==> src/rtl/latch_capture_arbiter_if.sv <==
// latch_capture_arbiter_if
// Bundles the requester-side bus of the capture arbiter.
//   reqIn     : per-requester request level
//   dataIn    : requester words, requester i at [i*DATA_W +: DATA_W]
//   grantOut  : one-hot grant (zero when idle)
//   doneOut   : one-cycle completion pulse to the granted requester
//   latchData : word driven to the shared latch data input
//   crit      : latch gate, 0 = transparent, 1 = opaque
//   busy      : arbiter is not idle
// Modports: master = requester/latch side, slave = the arbiter.
interface latch_capture_arbiter_if #(
    parameter int N_REQ  = 4,
    parameter int DATA_W = 8
);
    logic [N_REQ-1:0]        reqIn;
    logic [N_REQ*DATA_W-1:0] dataIn;
    logic [N_REQ-1:0]        grantOut;
    logic [N_REQ-1:0]        doneOut;
    logic [DATA_W-1:0]       latchData;
    logic                    crit;
    logic                    busy;

    modport master (
        output reqIn, dataIn,
        input  grantOut, doneOut, latchData, crit, busy
    );

    modport slave (
        input  reqIn, dataIn,
        output grantOut, doneOut, latchData, crit, busy
    );
endinterface

==> src/rtl/latch_capture_arbiter.sv <==
// latch_capture_arbiter
// Round-robin arbiter that shares one transparent-low capture latch among
// N_REQ requesters. The winner's word is registered onto latchData, then
// crit is opened (driven low) for exactly HOLD_CYC cycles and closed again,
// after which doneOut pulses to the winner.
// Ports:
//   clk : clock, rising edge
//   rst : asynchronous active-high reset
//   bus : latch_capture_arbiter_if.slave (reqIn/dataIn in; grantOut,
//         doneOut, latchData, crit, busy out -- all registered)
module latch_capture_arbiter #(
    parameter int N_REQ    = 4,
    parameter int DATA_W   = 8,
    parameter int HOLD_CYC = 2
) (
    input  logic                   clk,
    input  logic                   rst,
    latch_capture_arbiter_if.slave bus
);
    localparam int IDX_W = (N_REQ > 1) ? $clog2(N_REQ) : 1;

    typedef enum logic [1:0] {IDLE, SETUP, OPEN, CLOSE} state_t;

    state_t             state_reg, state_next;
    logic [N_REQ-1:0]   grant_reg, grant_next;
    logic [IDX_W-1:0]   gidx_reg, gidx_next;
    logic [N_REQ-1:0]   done_reg, done_next;
    logic [DATA_W-1:0]  data_reg, data_next;
    logic               crit_reg, crit_next;
    logic               busy_reg;
    logic [IDX_W-1:0]   ptr_reg, ptr_next;
    logic [3:0]         cnt_reg, cnt_next;

    // Per-requester view of the flat data bus.
    logic [DATA_W-1:0]  words [N_REQ];

    genvar gi;
    generate
        for (gi = 0; gi < N_REQ; gi++) begin : g_words
            assign words[gi] = bus.dataIn[gi*DATA_W +: DATA_W];
        end
    endgenerate

    // Pointer value that follows the current grant.
    logic [IDX_W-1:0] ptr_after_g;
    assign ptr_after_g = (gidx_reg == IDX_W'(N_REQ - 1)) ? '0 : gidx_reg + IDX_W'(1);

    // Round-robin search. In CLOSE the current winner is masked since it may
    // still be holding its request, and the search starts just past it.
    logic [N_REQ-1:0] arb_req;
    logic [IDX_W-1:0] arb_start;
    logic             arb_found;
    logic [IDX_W-1:0] arb_idx;
    logic [N_REQ-1:0] arb_onehot;
    logic [IDX_W-1:0] pos_idx;
    int               pos;

    always_comb begin
        arb_req   = bus.reqIn;
        arb_start = ptr_reg;
        if (state_reg == CLOSE) begin
            arb_req   = bus.reqIn & ~grant_reg;
            arb_start = ptr_after_g;
        end
        arb_found = 1'b0;
        arb_idx   = '0;
        pos       = 0;
        pos_idx   = '0;
        for (int k = 0; k < N_REQ; k++) begin
            pos = int'(arb_start) + k;
            if (pos >= N_REQ) begin
                pos = pos - N_REQ;
            end
            pos_idx = IDX_W'(pos);
            if (!arb_found && arb_req[pos_idx]) begin
                arb_found = 1'b1;
                arb_idx   = pos_idx;
            end
        end
        arb_onehot          = '0;
        arb_onehot[arb_idx] = 1'b1;
    end

    always_comb begin
        state_next = state_reg;
        grant_next = grant_reg;
        gidx_next  = gidx_reg;
        done_next  = '0;
        data_next  = data_reg;
        crit_next  = 1'b1;
        ptr_next   = ptr_reg;
        cnt_next   = cnt_reg;
        case (state_reg)
            IDLE: begin
                if (arb_found) begin
                    state_next = SETUP;
                    grant_next = arb_onehot;
                    gidx_next  = arb_idx;
                    data_next  = words[arb_idx];
                end
            end
            SETUP: begin
                state_next = OPEN;
                crit_next  = 1'b0;
                cnt_next   = 4'(HOLD_CYC - 1);
            end
            OPEN: begin
                if (cnt_reg == 4'd0) begin
                    state_next = CLOSE;
                    done_next  = grant_reg;
                end else begin
                    cnt_next  = cnt_reg - 4'd1;
                    crit_next = 1'b0;
                end
            end
            CLOSE: begin
                ptr_next = ptr_after_g;
                if (arb_found) begin
                    state_next = SETUP;
                    grant_next = arb_onehot;
                    gidx_next  = arb_idx;
                    data_next  = words[arb_idx];
                end else begin
                    state_next = IDLE;
                    grant_next = '0;
                end
            end
            default: begin
                state_next = IDLE;
                grant_next = '0;
            end
        endcase
    end

    always_ff @(posedge clk or posedge rst) begin
        if (rst) begin
            state_reg <= IDLE;
            grant_reg <= '0;
            gidx_reg  <= '0;
            done_reg  <= '0;
            data_reg  <= '0;
            crit_reg  <= 1'b1;
            busy_reg  <= 1'b0;
            ptr_reg   <= '0;
            cnt_reg   <= '0;
        end else begin
            state_reg <= state_next;
            grant_reg <= grant_next;
            gidx_reg  <= gidx_next;
            done_reg  <= done_next;
            data_reg  <= data_next;
            crit_reg  <= crit_next;
            busy_reg  <= (state_next != IDLE);
            ptr_reg   <= ptr_next;
            cnt_reg   <= cnt_next;
        end
    end

    assign bus.grantOut  = grant_reg;
    assign bus.doneOut   = done_reg;
    assign bus.latchData = data_reg;
    assign bus.crit      = crit_reg;
    assign bus.busy      = busy_reg;
endmodule

==> src/flat_wrapper.sv <==
// flat-port wrapper written by rule: the top's interface ports become plain ports
module latch_capture_arbiter_flat 
#(
    parameter int N_REQ    = 4,
    parameter int DATA_W   = 8,
    parameter int HOLD_CYC = 2
)
  (clk, rst, bus_reqIn, bus_dataIn, bus_grantOut, bus_doneOut, bus_latchData, bus_crit, bus_busy);
  latch_capture_arbiter_if #(.N_REQ(N_REQ), .DATA_W(DATA_W)) bus_i ();
  input  logic clk;
  input  logic rst;
  input wire logic [$bits(bus_i.reqIn)-1:0] bus_reqIn;
  input wire logic [$bits(bus_i.dataIn)-1:0] bus_dataIn;
  output wire logic [$bits(bus_i.grantOut)-1:0] bus_grantOut;
  output wire logic [$bits(bus_i.doneOut)-1:0] bus_doneOut;
  output wire logic [$bits(bus_i.latchData)-1:0] bus_latchData;
  output wire logic [$bits(bus_i.crit)-1:0] bus_crit;
  output wire logic [$bits(bus_i.busy)-1:0] bus_busy;
  assign bus_i.reqIn = bus_reqIn;
  assign bus_i.dataIn = bus_dataIn;
  assign bus_grantOut = bus_i.grantOut;
  assign bus_doneOut = bus_i.doneOut;
  assign bus_latchData = bus_i.latchData;
  assign bus_crit = bus_i.crit;
  assign bus_busy = bus_i.busy;
  latch_capture_arbiter #(.N_REQ(N_REQ), .DATA_W(DATA_W), .HOLD_CYC(HOLD_CYC)) u_core (.clk(clk), .rst(rst), .bus(bus_i));
endmodule
==> config.mk <==
export PLATFORM = sky130hd
export DESIGN_NAME = latch_capture_arbiter_flat
export DESIGN_NICKNAME = d
export VERILOG_FILES = /design/src/rtl/latch_capture_arbiter_if.sv /design/src/rtl/latch_capture_arbiter.sv /design/src/flat_wrapper.sv
export SDC_FILE = /design/constraint.sdc
export NUM_CORES = 1
export LEC_CHECK = 0
export CAP_MARGIN = 10
export CORE_MARGIN = 1.5
export CORE_UTILIZATION = 30
export CTS_CLUSTER_SIZE = 30
export DETAILED_ROUTE_END_ITERATION = 16
export HOLD_SLACK_MARGIN = 0.05
export PLACE_DENSITY_LB_ADDON = 0.08
export SETUP_SLACK_MARGIN = 0.4
export SLEW_MARGIN = 0
export SYNTH_ARGS = -nofsm -noshare
export SYNTH_HDL_FRONTEND = slang
export SYNTH_SLANG_ARGS = --single-unit
==> constraint.sdc <==
create_clock -name clk -period 5.89 [get_ports clk]
set_input_delay 1.178 -clock clk [delete_from_list [all_inputs] [get_ports clk]]
set_output_delay 1.178 -clock clk [all_outputs]
set_load 0.01 [all_outputs]
==> impl_metrics.json <==
{
  "critPathRequiredTime_ps": 6030,
  "finalWeightedCongestion": 0.837,
  "routedWlPerCell_um": 14.7,
  "grt_pass1_wl_um": 7140,
  "io_pins": 56,
  "die_area_sq_mm": 0.00600,
  "cts_buffers": 3,
  "vias": 1455,
  "drt.antenna.violating_nets": 0,
  "ys_ff_latch": 28,
  "ir_drop_mv": 0.255,
  "cts_tree": "yes",
  "cpLargestDelayFamily": "simple AND/OR/NAND/NOR gates",
  "grt_start_max_net_pins": 29,
  "end_kind": "flip-flop",
  "core_area_sq_mm": 0.00524,
  "synth_area_leader_cell": "dfrtp_1",
  "slew_headroom": 0.282,
  "postSynth.asyncResetShare": 1.00,
  "crit_end": "u_core.bus.latchData[6]$_DFFE_PP0P_",
  "largest_reg_flops": 8,
  "cap_violations": 0,
  "tightest_slew_ps": 1070,
  "start_util": 0.317,
  "yosys.area.top_type_share": 0.406,
  "worst-setup-path-type": "in2reg",
  "hold_viol": 0,
  "max_freq_mhz": 308,
  "worst_path_max_delay_cell": "nor3_2",
  "cp.arrival_ps": 3390,
  "ff2ff_setup_slack_ps": 2880,
  "cts_hold_buf": 0,
  "syn_inst": 170,
  "grt_pass1_vias": 1460,
  "fin_skew_ps": 1.47,
  "yosysSeqAreaShare": 0.422,
  "nNetsFinal": 272,
  "syn_area_per_cell_sq_um": 9.78,
  "fillers": 507,
  "numPortBuffers": 55,
  "crit_buf_inv": 1,
  "syn_area_sq_mm": 0.00166,
  "clkSinkCount": 28,
  "drt-total-wl_um": 4330,
  "multi_input_area_sq_um": 858,
  "worstRegToRegCells": 8,
  "slew_viol_final": 0,
  "dieWidth_um": 77.5,
  "row_count": 26,
  "dp_hpwl_um": 3260,
  "antenna_cells": 0,
  "final-instance-count-excl-fill": 295,
  "synth_edf_count": 0,
  "finalSetupTns_ps": 0,
  "finalCritPeriodShare": 0.551,
  "post-cts-setup-buffers": 0,
  "timing.rr.end": "u_core.bus.latchData[6]$_DFFE_PP0P_",
  "area_growth_pct": 42.1,
  "placed_area_sq_mm": 0.00226,
  "yosys-top-cells-area": "dfrtp_1 (41%), mux2i_1 (7.2%), ha_1 (6.0%), nand2_1 (5.6%), a2bb2oi_1 (4.7%)",
  "yosys_warnings": 0,
  "clk_latency_ps": 270,
  "dr.pass1.iters": 4,
  "cts_resized": 0,
  "initialDrtViolationCount": 42,
  "hp-class": "reg2reg",
  "path_clk_slew_ps": 100,
  "antenna_found_initial": 0,
  "worst_slack_ps": 2640,
  "syn_nets": 216,
  "final_util": 0.451,
  "static-leakage-power_nw": 1.05,
  "rr_startpoint": "u_core.state_reg[0]$_DFF_PP0_",
  "status": "complete, no violations",
  "design_area_sq_mm": 0.00236,
  "crit_start": "bus_reqIn[3]",
  "crit_fanout": 10,
  "clockBufferDepth": 2,
  "h-tree-depth": 1,
  "track_usage": 0.149,
  "min_period_ps": 3250,
  "start_kind": "input port",
  "drt-vias-per-instance": 4.93,
  "fp.dieH_um": 77.5,
  "ys_top_cells_by_count": "dfrtp_1 (27), nand2_1 (25), inv_1 (15)",
  "dp.cells": 290,
  "yosys.cell_count.top_type": "dfrtp_1",
  "power.density_mw_per_mm2": 529,
  "overflow": 0,
  "drc": 0,
  "cts_root_buf": "clkbuf_8",
  "synth_cell_types": 41,
  "synth-main-ff-cell": "dfrtp_1",
  "setup_viol": 0,
  "cp.depth": 6,
  "worstPathCellList": "clkdlybuf4s50_1, a21boi_2, nor2_1, nor3_2, mux2i_1, o221ai_1",
  "rsz0062_at_grt": "false",
  "slowest_delay_ps": 880,
  "register_area_sq_um": 702,
  "post-place-ws_ps": 2350,
  "layout-drive-gt1-share": 0.0844
}
routing by layer:
| metal | GRT usage | part of all wire |
|---|---|---|
| met5 | 0 | 0 |
| met4 | 0.0364 | 0.0053 |
| met3 | 0.0388 | 0.052 |
| met2 | 0.259 | 0.50 |
| met1 | 0.185 | 0.44 |
cells in the final DEF (no fill, tap or decap), types with 2 or more instances in the layout:
master           instances
a21boi_1                 2
a21boi_2                 2
a21oi_1                  4
a22o_1                   2
a2bb2oi_1                9
and3_1                   4
clkbuf_8                 3
clkdlybuf4s50_1         55
dfrtp_1                 27
ha_1                     8
inv_1                   15
mux2i_1                 12
nand2_1                 25
nand2b_1                 3
nand3_1                  2
nor2_1                   7
nor2b_1                  2
o21ai_0                  9
o21ai_1                  4
o221ai_1                 9
worst reg2reg max path, stage by stage (launching register included):
cell and delay (ps):
dfrtp_1 420, ha_1 560, mux2i_4 420, inv_4 80, nand2_1 60, nor2_1 50, nor3_2 880, mux2i_1 280
o221ai_1 120
cell families (layout without fill, tap and decap cells):
kind of cell             Yosys count  in the layout  synth area share
AND/OR/NAND/NOR                   52             52             0.155
AO/OA/AOI/OAI                     47             47             0.215
flip-flops                        28             28             0.422
buffers and inverters             22             77            0.0617
multiplexers                      13             13            0.0858
adder cells (fa/ha/maj)            8              8            0.0602
power breakdown:
| group | internal, mW | switching (mW) |
|---|---|---|
| clock network | 0.0909 | 0.0602 |
| logic | 0.344 | 0.416 |
| registers | 0.279 | 0.0599 |
| total | 0.715 | 0.536 |
worst min-delay path by stage:
stage                                                    from                             endpoint  slack (ps)  cells past startpoint
after global routing      u_core.bus.latchData[5]$_DFFE_PP0P_  u_core.bus.latchData[5]$_DFFE_PP0P_         540                      2
after floorplan                u_core.gidx_reg[1]$_DFFE_PP0P_       u_core.gidx_reg[1]$_DFFE_PP0P_         460                      2
final                          u_core.gidx_reg[1]$_DFFE_PP0P_       u_core.gidx_reg[1]$_DFFE_PP0P_         500                      2
after detailed placement       u_core.gidx_reg[1]$_DFFE_PP0P_       u_core.gidx_reg[1]$_DFFE_PP0P_         490                      2
after CTS                      u_core.gidx_reg[1]$_DFFE_PP0P_       u_core.gidx_reg[1]$_DFFE_PP0P_         510                      2
after global placement         u_core.gidx_reg[1]$_DFFE_PP0P_       u_core.gidx_reg[1]$_DFFE_PP0P_         490                      2
cell type report:
class	instances	area share
clock inverters	1	0.0127
multi-input cells	120	0.363
clock buffers	3	0.0175
inverters	17	0.0281
repair buffers	56	0.245
well taps	70	0.0371
flip-flops and latches	28	0.297
stage by stage:
step / hold slack (ps) / power, mW
after global routing: 539 / 1.35
after CTS: 510 / 1.26
final: 499 / 1.25
after global placement: 490 / 1.08
after detailed placement: 488 / 1.11
after floorplan: 460 / 0.870
(Power assumes the default switching activity.)
==> RTL edit, RTL diff (config.mk and constraints unchanged) <==
The 4 states of `state_t` get a Gray code encoding in 2 bits.
--- a/src/rtl/latch_capture_arbiter.sv
+++ b/src/rtl/latch_capture_arbiter.sv
@@ -19,7 +19,7 @@
 );
     localparam int IDX_W = (N_REQ > 1) ? $clog2(N_REQ) : 1;
 
-    typedef enum logic [1:0] {IDLE, SETUP, OPEN, CLOSE} state_t;
+    typedef enum logic [1:0] {IDLE = 2'b00, SETUP = 2'b01, OPEN = 2'b11, CLOSE = 2'b10} state_t;
 
     state_t             state_reg, state_next;
     logic [N_REQ-1:0]   grant_reg, grant_next;
Formal check against the unedited RTL: same outputs for any inputs over 10 cycles, from zero or initial values and one cycle with rst high; not proved beyond that.
==> RTL edit against the unedited design <==
Synthesized area is 9.9% lower. Routed wire length fell by 19%. Power is 21% lower. Die area down 9.5%. Final area is 8.3% lower. Clock skew is 0.0019 ns higher. Setup slack improved by 0.30 ns. Maximum frequency rose by 10%. Sequential cell count stayed put. Critical endpoint is now u_core.bus.latchData[3]. Largest cell class unchanged.
==> RTL edit: results <==
{
  "outcome": "finished clean",
  "yosys-mux-area-fraction_pct": 12.3,
  "yosysUniqueCellTypes": 40,
  "synth_fa_ha_area_share_pct": 2.50,
  "drive_gt1_share_pct": 7.46,
  "synth_compound_area_share_pct": 18.6,
  "pre_cts_slack_ns": 2.62,
  "placedInstanceArea_um2": 2100,
  "slowest_stage": "clkdlybuf4s50_1",
  "leakage_nw": 0.954,
  "vdd_drop_max_mv": 0.187,
  "cp_top_family": "compound AO/OA/AOI/OAI gates",
  "finClkSkew_ns": 0.00339,
  "gp_congestion": 0.780,
  "via_count": 1277,
  "track_usage_pct": 13.9,
  "synth_common_cells": "dfrtp_1, mux2i_1, nand2_1, o21ai_1, inv_1",
  "worstPathArrival_ns": 3.10,
  "grt_pass1_wl_um": 5780,
  "synth_nets": 188,
  "critPathMaxStageDelay_ns": 0.46,
  "worstMarginPinSlew_ns": 1.06,
  "crit_fanout": 21,
  "nets": 243,
  "grt_pass1_vias": 1307,
  "synthTopCellsByArea": "dfrtp_1, mux2i_1, a2bb2oi_1, o21ai_1, nand2_1",
  "synth-seq-area-share_pct": 46.8,
  "n_fill_cell": 461,
  "hpwl_um": 2640,
  "drt_iter0_markers": 37
}
RTL edit: report_power, final:
group | internal, mW | total, mW | leakage [nW] | switching [mW]
Clock | 0.0910 | 0.152 | 0.0357 | 0.0606
Combinational | 0.255 | 0.505 | 0.572 | 0.250
Sequential | 0.270 | 0.333 | 0.346 | 0.0627
Total | 0.616 | 0.989 | 0.954 | 0.373
RTL edit: worst min-delay path: cells and delay by family (launching register included):
kind	cells	cell delay [ns]
DFF	1	0.36
and+or+nand+nor	2	0.11
RTL edit: metrics by stage:
stage	instances	power [mW]
6_report	268	0.989
2_1_floorplan	147	0.677
4_1_cts	268	1.00
5_1_grt	268	1.07
3_3_place_gp	264	0.831
3_5_place_dp	264	0.846
RTL edit: final timing paths:
check	from	to	slack, ns
min in group asynchronous	rst	u_core.bus.latchData[0]	1.47
max	bus_reqIn[2]	u_core.bus.latchData[3]	2.95
min reg2reg	u_core.gidx_reg[1]	u_core.gidx_reg[1]	0.50
max reg2reg	u_core.state_reg[0]	u_core.bus.latchData[3]	3.34
min	u_core.gidx_reg[1]	u_core.gidx_reg[1]	0.50
max in group asynchronous	rst	u_core.bus.grantOut[0]	3.78
RTL edit: area by class of cell:
cell class | count | area (µm²) | area share, %
multi-input cells | 102 | 711 | 32.8
flip-flops and latches | 28 | 702 | 32.4
repair buffers | 56 | 558 | 25.8
well taps | 67 | 83.8 | 3.87
clock buffers | 3 | 41.3 | 1.91
inverters | 11 | 41.3 | 1.91
clock inverters | 1 | 30.0 | 1.39
RTL edit: routing by layer:
metal  track usage, %  share of wire [%]
met1             17.2                 44
met2             23.5                 49
met3             3.02                5.8
met4             5.35                1.5
met5                0                  0
